## src/rtl/etapa_ex_muldiv.sv

```systemverilog
// -----------------------------------------------------------------------------
// etapa_ex_muldiv
// Iterative multiply/divide unit for the EX stage. It computes one result bit
// per cycle into HI/LO. While it works, o_Busy asks the hazard unit to stall
// the front of the pipeline.
//
// Optional build macro: MULDIV_SIGNED_EN
//   defined   -> ops 10 (MULT) and 11 (DIV) use signed two's complement
//   undefined -> i_Op[1] is ignored, so 10/11 behave as 00/01
//
// Ports
//   i_clk, i_reset : clock (rising edge); reset (asynchronous, active-high)
//   i_Abort        : cancel the op in flight (EX flush); beats i_Start
//   i_Start        : valid muldiv op presented by ID/EX this cycle
//   i_Op           : 00 MULTU, 01 DIVU, 10 MULT, 11 DIV
//   i_A, i_B       : rs (multiplicand/dividend), rt (multiplier/divisor)
//   o_Busy         : combinational stall request
//   o_Done         : one-cycle pulse, HI/LO hold a new result
//   o_HI, o_LO     : product high/low word, or remainder/quotient
//   o_DivZero      : the last completed op was a divide by zero
// -----------------------------------------------------------------------------
module etapa_ex_muldiv #(
  parameter int NBITS   = 32,
  parameter int CNTBITS = 6
) (
  input  logic             i_clk,
  input  logic             i_reset,
  input  logic             i_Abort,
  input  logic             i_Start,
  input  logic [1:0]       i_Op,
  input  logic [NBITS-1:0] i_A,
  input  logic [NBITS-1:0] i_B,
  output logic             o_Busy,
  output logic             o_Done,
  output logic [NBITS-1:0] o_HI,
  output logic [NBITS-1:0] o_LO,
  output logic             o_DivZero
);

  typedef enum logic [1:0] {IDLE, BUSY, DONE} state_t;

  state_t             state, state_nx;
  logic [CNTBITS-1:0] cnt;
  // Working register.
  //   MUL: {carry+partial high word, multiplier shifting out from bit 0}
  //   DIV: {remainder (NBITS+1), dividend shifting into quotient}
  logic [2*NBITS:0]   work, work_step;
  logic [NBITS-1:0]   opnd;        // multiplicand or divisor magnitude
  logic               op_div, neg_res, neg_rem;

  logic               sgn_a, sgn_b;
  logic [NBITS-1:0]   mag_a, mag_b;
  logic               start_ok, start_dz, last_iter;
  logic [NBITS:0]     rem_sh, mul_sum;
  logic [NBITS-1:0]   res_hi, res_lo;

`ifdef MULDIV_SIGNED_EN
  assign sgn_a = i_Op[1] & i_A[NBITS-1];
  assign sgn_b = i_Op[1] & i_B[NBITS-1];
`else
  logic op_sign_unused;
  assign op_sign_unused = i_Op[1];
  assign sgn_a = 1'b0;
  assign sgn_b = 1'b0;
`endif

  // Operands become magnitudes at Start. The sign fix-up is applied once,
  // to the final result.
  assign mag_a = sgn_a ? -i_A : i_A;
  assign mag_b = sgn_b ? -i_B : i_B;

  assign start_ok  = i_Start & ~i_Abort & (state != BUSY);
  assign start_dz  = start_ok & i_Op[0] & (i_B == '0);
  assign last_iter = (cnt == CNTBITS'(NBITS - 1));

  assign o_Busy = (state == BUSY) | i_Start;
  assign o_Done = (state == DONE);

  // One iteration of the datapath.
  always_comb begin
    // NOTE: every signal written here gets a value before any branch; otherwise
    // a path that skips the assignment would infer a latch.
    work_step = work;
    rem_sh    = work[2*NBITS-1:NBITS-1];
    mul_sum   = work[2*NBITS:NBITS] + (work[0] ? {1'b0, opnd} : '0);
    if (op_div) begin
      // Restoring division: shift in the next dividend bit, then keep the
      // difference only if it did not go negative.
      if (rem_sh >= {1'b0, opnd})
        work_step = {rem_sh - {1'b0, opnd}, work[NBITS-2:0], 1'b1};
      else
        work_step = {work[2*NBITS-1:0], 1'b0};
    end else begin
      work_step = {1'b0, mul_sum, work[NBITS-1:1]};
    end
  end

  // Final result, taken from the last iteration with the sign restored.
  always_comb begin
    res_hi = work_step[2*NBITS-1:NBITS];
    res_lo = work_step[NBITS-1:0];
    if (op_div) begin
      if (neg_res) res_lo = -work_step[NBITS-1:0];
      if (neg_rem) res_hi = -work_step[2*NBITS-1:NBITS];
    end else if (neg_res) begin
      {res_hi, res_lo} = -work_step[2*NBITS-1:0];
    end
  end

  always_comb begin
    state_nx = state;
    if (i_Abort) begin
      state_nx = IDLE;
    end else begin
      case (state)
        IDLE, DONE: begin
          if (i_Start)            state_nx = start_dz ? DONE : BUSY;
          else if (state == DONE) state_nx = IDLE;
        end
        BUSY:       if (last_iter) state_nx = DONE;
        default:    state_nx = IDLE;
      endcase
    end
  end

  // NOTE: sequential state uses non-blocking assignments. Every register then
  // sees pre-edge values, whatever order the statements are written in.
  always_ff @(posedge i_clk or posedge i_reset) begin
    if (i_reset) begin
      state     <= IDLE;
      cnt       <= '0;
      work      <= '0;
      opnd      <= '0;
      op_div    <= 1'b0;
      neg_res   <= 1'b0;
      neg_rem   <= 1'b0;
      o_HI      <= '0;
      o_LO      <= '0;
      o_DivZero <= 1'b0;
    end else begin
      state <= state_nx;
      if (start_ok) begin
        cnt     <= '0;
        op_div  <= i_Op[0];
        neg_res <= sgn_a ^ sgn_b;
        neg_rem <= sgn_a;
        opnd    <= i_Op[0] ? mag_b : mag_a;
        work    <= {{(NBITS+1){1'b0}}, (i_Op[0] ? mag_a : mag_b)};
        if (start_dz) begin
          o_HI      <= i_A;
          o_LO      <= '1;
          o_DivZero <= 1'b1;
        end
      end else if (state == BUSY && !i_Abort) begin
        cnt  <= cnt + CNTBITS'(1);
        work <= work_step;
        // HI/LO change only at completion, so partial results never show.
        if (last_iter) begin
          o_HI      <= res_hi;
          o_LO      <= res_lo;
          o_DivZero <= 1'b0;
        end
      end
    end
  end

endmodule
```

## config.mk

```make
export PLATFORM = sky130hd
export DESIGN_NAME = etapa_ex_muldiv
export DESIGN_NICKNAME = d
export VERILOG_FILES = /design/src/rtl/etapa_ex_muldiv.sv
export SDC_FILE = /design/constraint.sdc
export NUM_CORES = 1
export LEC_CHECK = 0
export CAP_MARGIN = 0
export CORE_MARGIN = 2
export CORE_UTILIZATION = 58
export CTS_BUF_LIST = sky130_fd_sc_hd__clkbuf_16
export CTS_CLUSTER_SIZE = 12
export DETAILED_ROUTE_END_ITERATION = 12
export PLACE_DENSITY = 0.82
export SLEW_MARGIN = 30
export SYNTH_ARGS = -nofsm -noshare
export SYNTH_HDL_FRONTEND = slang
export SYNTH_SLANG_ARGS = --single-unit
```

## constraint.sdc

```tcl
create_clock -name i_clk -period 7.6 [get_ports i_clk]
set_input_delay 2.28 -clock i_clk [delete_from_list [all_inputs] [get_ports i_clk]]
set_output_delay 2.28 -clock i_clk [all_outputs]
set_load 0.02 [all_outputs]
```

# Word level (Yosys, flattened, before mapping)
# Cells that the tools add are included.
[totals]
regBits = 171
input_bits = 70
wordCells = 61
[op_classes]
n_addsub = 3
n_lt_le_gt_ge = 1
eq_ne = 7
mux = 27
bitwise = 6
n_reduce_logical = 9
[ops]
columns = ["op", "count"]
rows = [
  ["two-way mux 32 bit", 11],
  ["two-way mux 65 bit", 4],
  ["adder 33 x 32 -> 33 bit", 1],
  [">= comparator 33 x 32 -> 1 bit", 1],
  ["subtractor 33 x 32 -> 33 bit", 1],
  ["logical NOT 32 bit", 1],
  ["two-way mux 6 bit", 2],
  ["two-way mux 2 bit", 5],
  ["adder 6 x 1 -> 6 bit, second input constant", 1],
  ["equality test 6 x 5 -> 1 bit, second input constant", 1],
  ["bitwise AND 1 bit", 4],
  ["two-way mux 1 bit", 4],
  ["!= test 2 x 1 -> 1 bit, second input constant", 2],
  ["!= test 4 bit, second input constant", 1],
  ["one-hot mux 2 bit (2 select lines)", 1],
  ["nonzero test 2 bit", 2],
  ["!= test 3 bit, second input constant", 1],
  ["AND reduction 3 bit", 1],
  ["equality test 2 x 1 -> 1 bit, second input constant", 1],
  ["equality test 2 bit, second input constant", 1],
  ["logical NOT 2 bit", 1],
  ["AND reduction 2 bit", 1],
  ["OR reduction 2 bit", 1],
  ["logical AND 1 bit", 1],
  ["other kinds (3)", 3],
]

# Depth between registers and ports, before layout
# Gate-level depths: netlist (run 1).
[depth]
depth_word = 9
depth_mapped = 13

# Least setup slack after synthesis (run 1)
# No wires, ideal clock.
[synth_path]
kind = "input -> output"
from = "input i_Start"
to = "output o_Busy"
arrival_time_ns = 2.532
t_required_ns = 5.320
setup_slack_ns = 2.788
path_stages = 2
n_path_buf = 0
cell_sequence = "nor2_1 -> inv_1"
[synth_between]
elab_chain_cells = 1
[synth_lines]
columns = ["item", "line", "text"]
rows = [
  ["from (decl)", "29", "input logic i_Start,"],
  ["bitwise OR 1 bit", "76", "assign o_Busy = (state == BUSY) | i_Start;"],
  ["to (decl)", "33", "output logic o_Busy,"],
]
# No other way between the ends.

# Final worst setup path (run 1)
# Same ends and word-level chain as after synthesis.

==> results.txt, run 1 <==
Crit path from - i_Start
Worst r2r src - work[59]
H-Tree Depth - 4
Sum Neg Setup Slack - 0 ns
Antenna cells - 0
Required @ worst endpoint - 5.32 ns
Main flop type after synthesis - dfrtp_1
Final setup fails - 0
Port-buffer cells - 135
Area of the multi-input gates - 7740 um2
Netlist cell types - 79
Initial Utilization - 0.593
End point of the critical path - o_Busy
Initial DRT Pass Iterations - 5
Cts hold-fix bufs - 0
Fillers - 1689
Kind of critical path - input port to output port
Grt ovf - 0
WL/cell - 21.4 um
Final Hold Fails - 0
Pre-CTS WS - 1.73 ns
Number of synthesized register bits - 171
Element type at the critical path end - output port
TritonCTS Sinks - 171
Post-route clock period utilization - 0.775
Reg-to-Reg End - o_HI[24]
Final wirelength - 39800 um
DRC viols - 0
Worst Skew - 0.0149 ns
Maximum fanout along the worst path - 5
Clock root cell - clkbuf_16
Number of synthesized flops with an enable pin - 0
Met1 usage - 0.518
Number of I/O pins - 137
Num CTS Buffers - 17
YS warnings - 0
Post-Syn Nets - 1628
Asr flop ratio synth - 1.00
Area of the core - 21200 um2
Clock buffer depth - 2
Clk slew on worst S/H paths - 0.08 ns
Critical path startpoint category - input port
R2R setup slack - 3.68 ns
Minimum clock period - 5.89 ns
Fraction of layout cells with a size suffix above 1 - 0.0694
Largest net degree at the start of global routing - 104
Die W - 151 um
Status - complete, no violations
Initial DRC Count - 1369
Initial antenna violation count - 1
Fmax achieved - 0.170 GHz
Relative slew slack - 0.362
Slew @ Worst Pin - 0.958 ns
Seq/Total Area, Yosys - 0.341
Post-DP HPWL - 28700 um
Die H - 151 um
Vias per inst - 6.60
Vias in the first global route - 11200
Worst-Skew Late Latency - 0.44 ns
Count of pins over their slew limit - 0
R2r worst-path depth - 9
Post-synthesis average cell area - 8.42 um2
Worst min-delay path class - flip-flop to flip-flop
Met2 usage - 0.538
DR vias - 12300
Sequential Area - 4280 um2
GRT Max-Usage Layer - met2
Die Area - 22800 um2
Routability Congestion - 0.951
RSZ-0062 raised after global routing - false
Leak Pwr - 6.64 nW
Cts repair resizes - 0
Setup Buffers After CTS - 0
First-pass GRT wire length - 61900 um
Max Cap Viol - 0
Crit path DAT - 3.61 ns
Cell area power density - 347 nW/um2
Post-DRT Antenna Nets - 0
Mapped Area - 12500 um2
GRT met3 Usage - 0.0614
Final WS setup - 1.71 ns
Num rows - 53
Nets - 1708
Cell count after synthesis - 1491
Maximum vdd drop - 205 uV
CTS tree - built
Overall Global Routing Usage - 0.351
P&R area growth vs syn - 16.4%
cell type report:
type / instances / area share
clock buffer: 17 / 0.0291
clock inverter: 15 / 0.0105
inverter: 54 / 0.0142
multi-input combinational: 1179 / 0.530
sequential: 171 / 0.293
tap: 275 / 0.0236
timing repair buffer: 148 / 0.0993
routing by layer:
metal  routed length (um)  vias to the layer above
met3                 4030                       78
li1                     -                     5589
met1                16900                     5923
met5                    0                        -
met2                18000                      677
met4                  859                        0
flip-flops by register name (all words and copies together), names as in the netlist:
signal and flops:
opnd 32, state 2, work 65, o_LO 32, cnt 6, o_HI 32
op_div 1, o_DivZero 1
logic make-up (layout without fill, tap and decap cells):
kind of cell / Yosys count / count (layout) / share of synthesized area
xor gates and xnor gates: 48 / 48 / 0.0335
DFF: 171 / 171 / 0.341
adders and majority gates: 67 / 67 / 0.0680
and+or+nand+nor: 457 / 457 / 0.173
AOI/OAI and AO/OA: 493 / 493 / 0.245
buffers and inverters: 141 / 234 / 0.0451
muxes: 114 / 114 / 0.0943
Yosys cell counts, types with 6 or more instances:
| cell | n | share of area |
|---|---|---|
| nand2_1 | 191 | 0.057 |
| o21ai_0 | 176 | 0.070 |
| dfrtp_1 | 171 | 0.34 |
| a21oi_1 | 94 | 0.037 |
| mux2i_1 | 80 | 0.064 |
| nor2_1 | 67 | 0.020 |
| ha_1 | 65 | 0.065 |
| clkbuf_1 | 62 | 0.019 |
| a31oi_1 | 55 | 0.027 |
| inv_1 | 54 | 0.016 |
| nor3_1 | 52 | 0.021 |
| and2_1 | 40 | 0.020 |
| mux2_2 | 34 | 0.031 |
| a21o_1 | 33 | 0.020 |
| xnor2_1 | 32 | 0.022 |
| nand3_1 | 26 | 0.010 |
| o21a_1 | 19 | 0.011 |
| buf_2 | 16 | 0.0064 |
| xor2_1 | 16 | 0.011 |
| and3_1 | 15 | 0.0075 |
| nand4_1 | 13 | 0.0065 |
| o211ai_1 | 13 | 0.0078 |
| or3_1 | 13 | 0.0065 |
| a22o_1 | 12 | 0.0084 |
| nor4_1 | 11 | 0.0055 |
| a211oi_1 | 9 | 0.0054 |
| o21bai_1 | 9 | 0.0054 |
| a22oi_1 | 7 | 0.0042 |
| buf_1 | 6 | 0.0018 |
| o21ai_1 | 6 | 0.0024 |
how the worst min path moves through the flow:
| stage | from | endpoint | slack, ns | cells past startpoint |
|---|---|---|---|---|
| 3_5_place_dp | o_DivZero | o_DivZero | 0.47 | 2 |
| 2_1_floorplan | opnd[10] | opnd[10] | 0.46 | 2 |
| 5_1_grt | cnt[5] | cnt[5] | 0.53 | 1 |
| 3_3_place_gp | o_DivZero | o_DivZero | 0.47 | 2 |
| 6_report | opnd[30] | opnd[30] | 0.52 | 2 |
| 4_1_cts | opnd[3] | opnd[3] | 0.52 | 2 |
power breakdown:
group          internal [mW]  switching, mW
logic                   1.12           1.77
registers               1.09          0.232
clock network          0.436          0.424
stage by stage:
stage	util	std cells	cell area (um2)	power [mW]	hold WS, ns
detailed placement	0.662	1827	14000	4.11	0.471
CTS	0.689	1859	14600	4.98	0.516
floorplan	-	1491	12500	3.36	0.463
finish	0.690	1859	14600	5.07	0.519
global placement	0.662	1827	14000	4.04	0.471
global route	0.690	1859	14600	5.39	0.533
cell usage in the layout (no fill, tap or decap), types with 53 or more instances in the layout:
cell             Yosys  layout
a21oi_1             94      94
a31oi_1             55      55
clkdlybuf4s50_1      0     134
dfrtp_1            171     170
ha_1                65      65
inv_1               54      53
mux2i_1             80      80
nand2_1            191     191
nor2_1              67      66
o21ai_0            176     176
worst max-delay path, stage by stage:
cell	delay, ns
clkdlybuf4s50_1	0.54
nor2_1	0.09
inv_1	0.08
clkdlybuf4s50_1	0.61
(Power assumes the default switching activity.)
==> inputs of run 2 (changes only) <==
==> constraint.sdc (replaced) <==
create_clock -name i_clk -period 5.8 [get_ports i_clk]
set_input_delay 1.74 -clock i_clk [delete_from_list [all_inputs] [get_ports i_clk]]
set_output_delay 1.74 -clock i_clk [all_outputs]
set_load 0.02 [all_outputs]
==> run 2 against run 1 <==
Net effect:
- highest routed layer is now met5
- count of clock-buffer cells in the layout stayed put
- largest power group unchanged
- register-to-register slack got worse by 1.9 ns
- die area stayed put
==> results.txt, run 2 (synthesized netlist as in run 1, its figures left out) <==
Initial Utilization - 0.593
Fmax achieved - 0.208 GHz
Area of the core - 21200 um2
Worst Skew - 0.0133 ns
Die W - 151 um
Post-route clock period utilization - 0.830
Vias in the first global route - 11600
Initial antenna violation count - 1
Sequential Area - 4280 um2
Maximum vdd drop - 220 uV
Count of pins over their slew limit - 0
Slew @ Worst Pin - 0.973 ns
Overall Global Routing Usage - 0.356
Post-DRT Antenna Nets - 0
Setup Buffers After CTS - 0
Leak Pwr - 6.64 nW
Number of flip-flops in the largest register - 65
Port-buffer cells - 135
WL/cell - 21.4 um
Area of the multi-input gates - 7720 um2
Final core utilization - 0.691
P&R area growth vs syn - 16.5%
Crit path DAT - 3.07 ns
Num CTS Buffers - 17
Initial DRT Pass Iterations - 5
Post-DP Area - 14000 um2
TritonCTS Sinks - 171
CTS tree - built
DRC viols - 0
CP Buf/Inv Count - 3
Die H - 151 um
Sum Neg Setup Slack - 0 ns
CP Cell Sequence - clkdlybuf4s50_1 > nor2_1 > inv_1 > clkdlybuf4s50_1
Most common cell on crit path - clkdlybuf4s50_1
First-pass GRT wire length - 63100 um
Element type at the critical path end - output port
Required @ worst endpoint - 4.06 ns
Post-route cell area - 14600 um2
Final hold slack - 0.508 ns
Initial DRC Count - 1345
Maximum fanout along the worst path - 5
CP max stage delay - 0.60 ns
Vias per inst - 6.50
Minimum clock period - 4.81 ns
Fillers - 1673
Antenna cells - 0
Num rows - 53
H-Tree Depth - 4
Cts repair resizes - 0
Clock root cell - clkbuf_16
Critical path startpoint category - input port
DR vias - 12100
Largest net degree at the start of global routing - 172
Power, Total - 6.65 mW
Fraction of layout cells with a size suffix above 1 - 0.0700
Worst-Skew Late Latency - 0.43 ns
Top reg by flops - work
Max Cap Viol - 0
Status - complete, no violations
Final wirelength - 39700 um
Delay-heaviest family, CP - buffers and inverters
Kind of critical path - input port to output port
Clk slew on worst S/H paths - 0.07 ns
Post-DP HPWL - 28800 um
Cts hold-fix bufs - 0
Nets - 1709
R2R setup slack - 1.78 ns
Final setup fails - 0
Most common cell after layout, fill and taps aside - nand2_1
Grt ovf - 0
RSZ-0062 raised after global routing - false
Clock buffer depth - 2
Cell area power density - 455 nW/um2
Most frequent cells in the layout - nand2_1 (191), o21ai_0 (176), dfrtp_1 (169)
Routability Congestion - 0.964
Final Hold Fails - 0
Relative slew slack - 0.351
Critical-path top delay cell - clkdlybuf4s50_1
Die Area - 22800 um2
Worst min-delay path class - flip-flop to flip-flop
Number of I/O pins - 137
run 2: cell count changes in the layout (fill, tap and decap cells not counted), sizes merged:
| cell | before | now |
|---|---|---|
| inv | 61 | 60 |
| buf | 14 | 15 |
| bufinv | 0 | 1 |
| clkinvlp | 2 | 6 |
| clkinv | 6 | 2 |
run 2: path summary, 6_finish.rpt:
kind	from	to	cells after the start
max in group asynchronous	i_reset	o_HI[2]	4
setup / recovery	i_Start	o_Busy	4
min in group asynchronous	i_reset	work[26]	3
setup reg to reg	opnd[12]	o_HI[10]	10
hold reg to reg	opnd[1]	opnd[1]	2
hold / removal	opnd[1]	opnd[1]	2
run 2: layer usage:
| layer | vias up | track usage | share of wire |
|---|---|---|---|
| met2 | 606 | 0.550 | 0.45 |
| li1 | 5605 | - | - |
| met1 | 5800 | 0.513 | 0.43 |
| met5 | - | 0 | 0.00033 |
| met4 | 2 | 0.107 | 0.025 |
| met3 | 78 | 0.0648 | 0.091 |
run 2: metrics by stage:
stage	worst slack, ns	instances
2_1_floorplan	1.88	1491
3_5_place_dp	0.794	1827
4_1_cts	0.998	1859
5_1_grt	0.925	1860
6_report	0.986	1860
3_3_place_gp	0.655	1827
run 2: where the power goes:
group	internal, mW	total (mW)	switching [mW]
sequential	1.43	1.75	0.318
combinational	1.47	3.79	2.32
clock	0.599	1.12	0.520
total	3.50	6.65	3.16
run 2: area by class of cell:
type	count	area share
inverter	54	0.0141
clock inverter	15	0.00959
clock buffer	17	0.0291
sequential	171	0.293
multi-input combinational	1179	0.528
timing repair buffer	149	0.102
tap	275	0.0235
run 2: worst register-to-register path, cell delays in order (launching register included):
cell	delay [ns]
dfrtp_1	0.43
inv_1	0.06
ha_1	0.39
and4_1	0.28
and2_1	0.20
a41oi_2	0.80
inv_1	0.24
nor2_4	0.56
nor2_1	0.27
a211oi_1	0.55
nor2_1	0.10
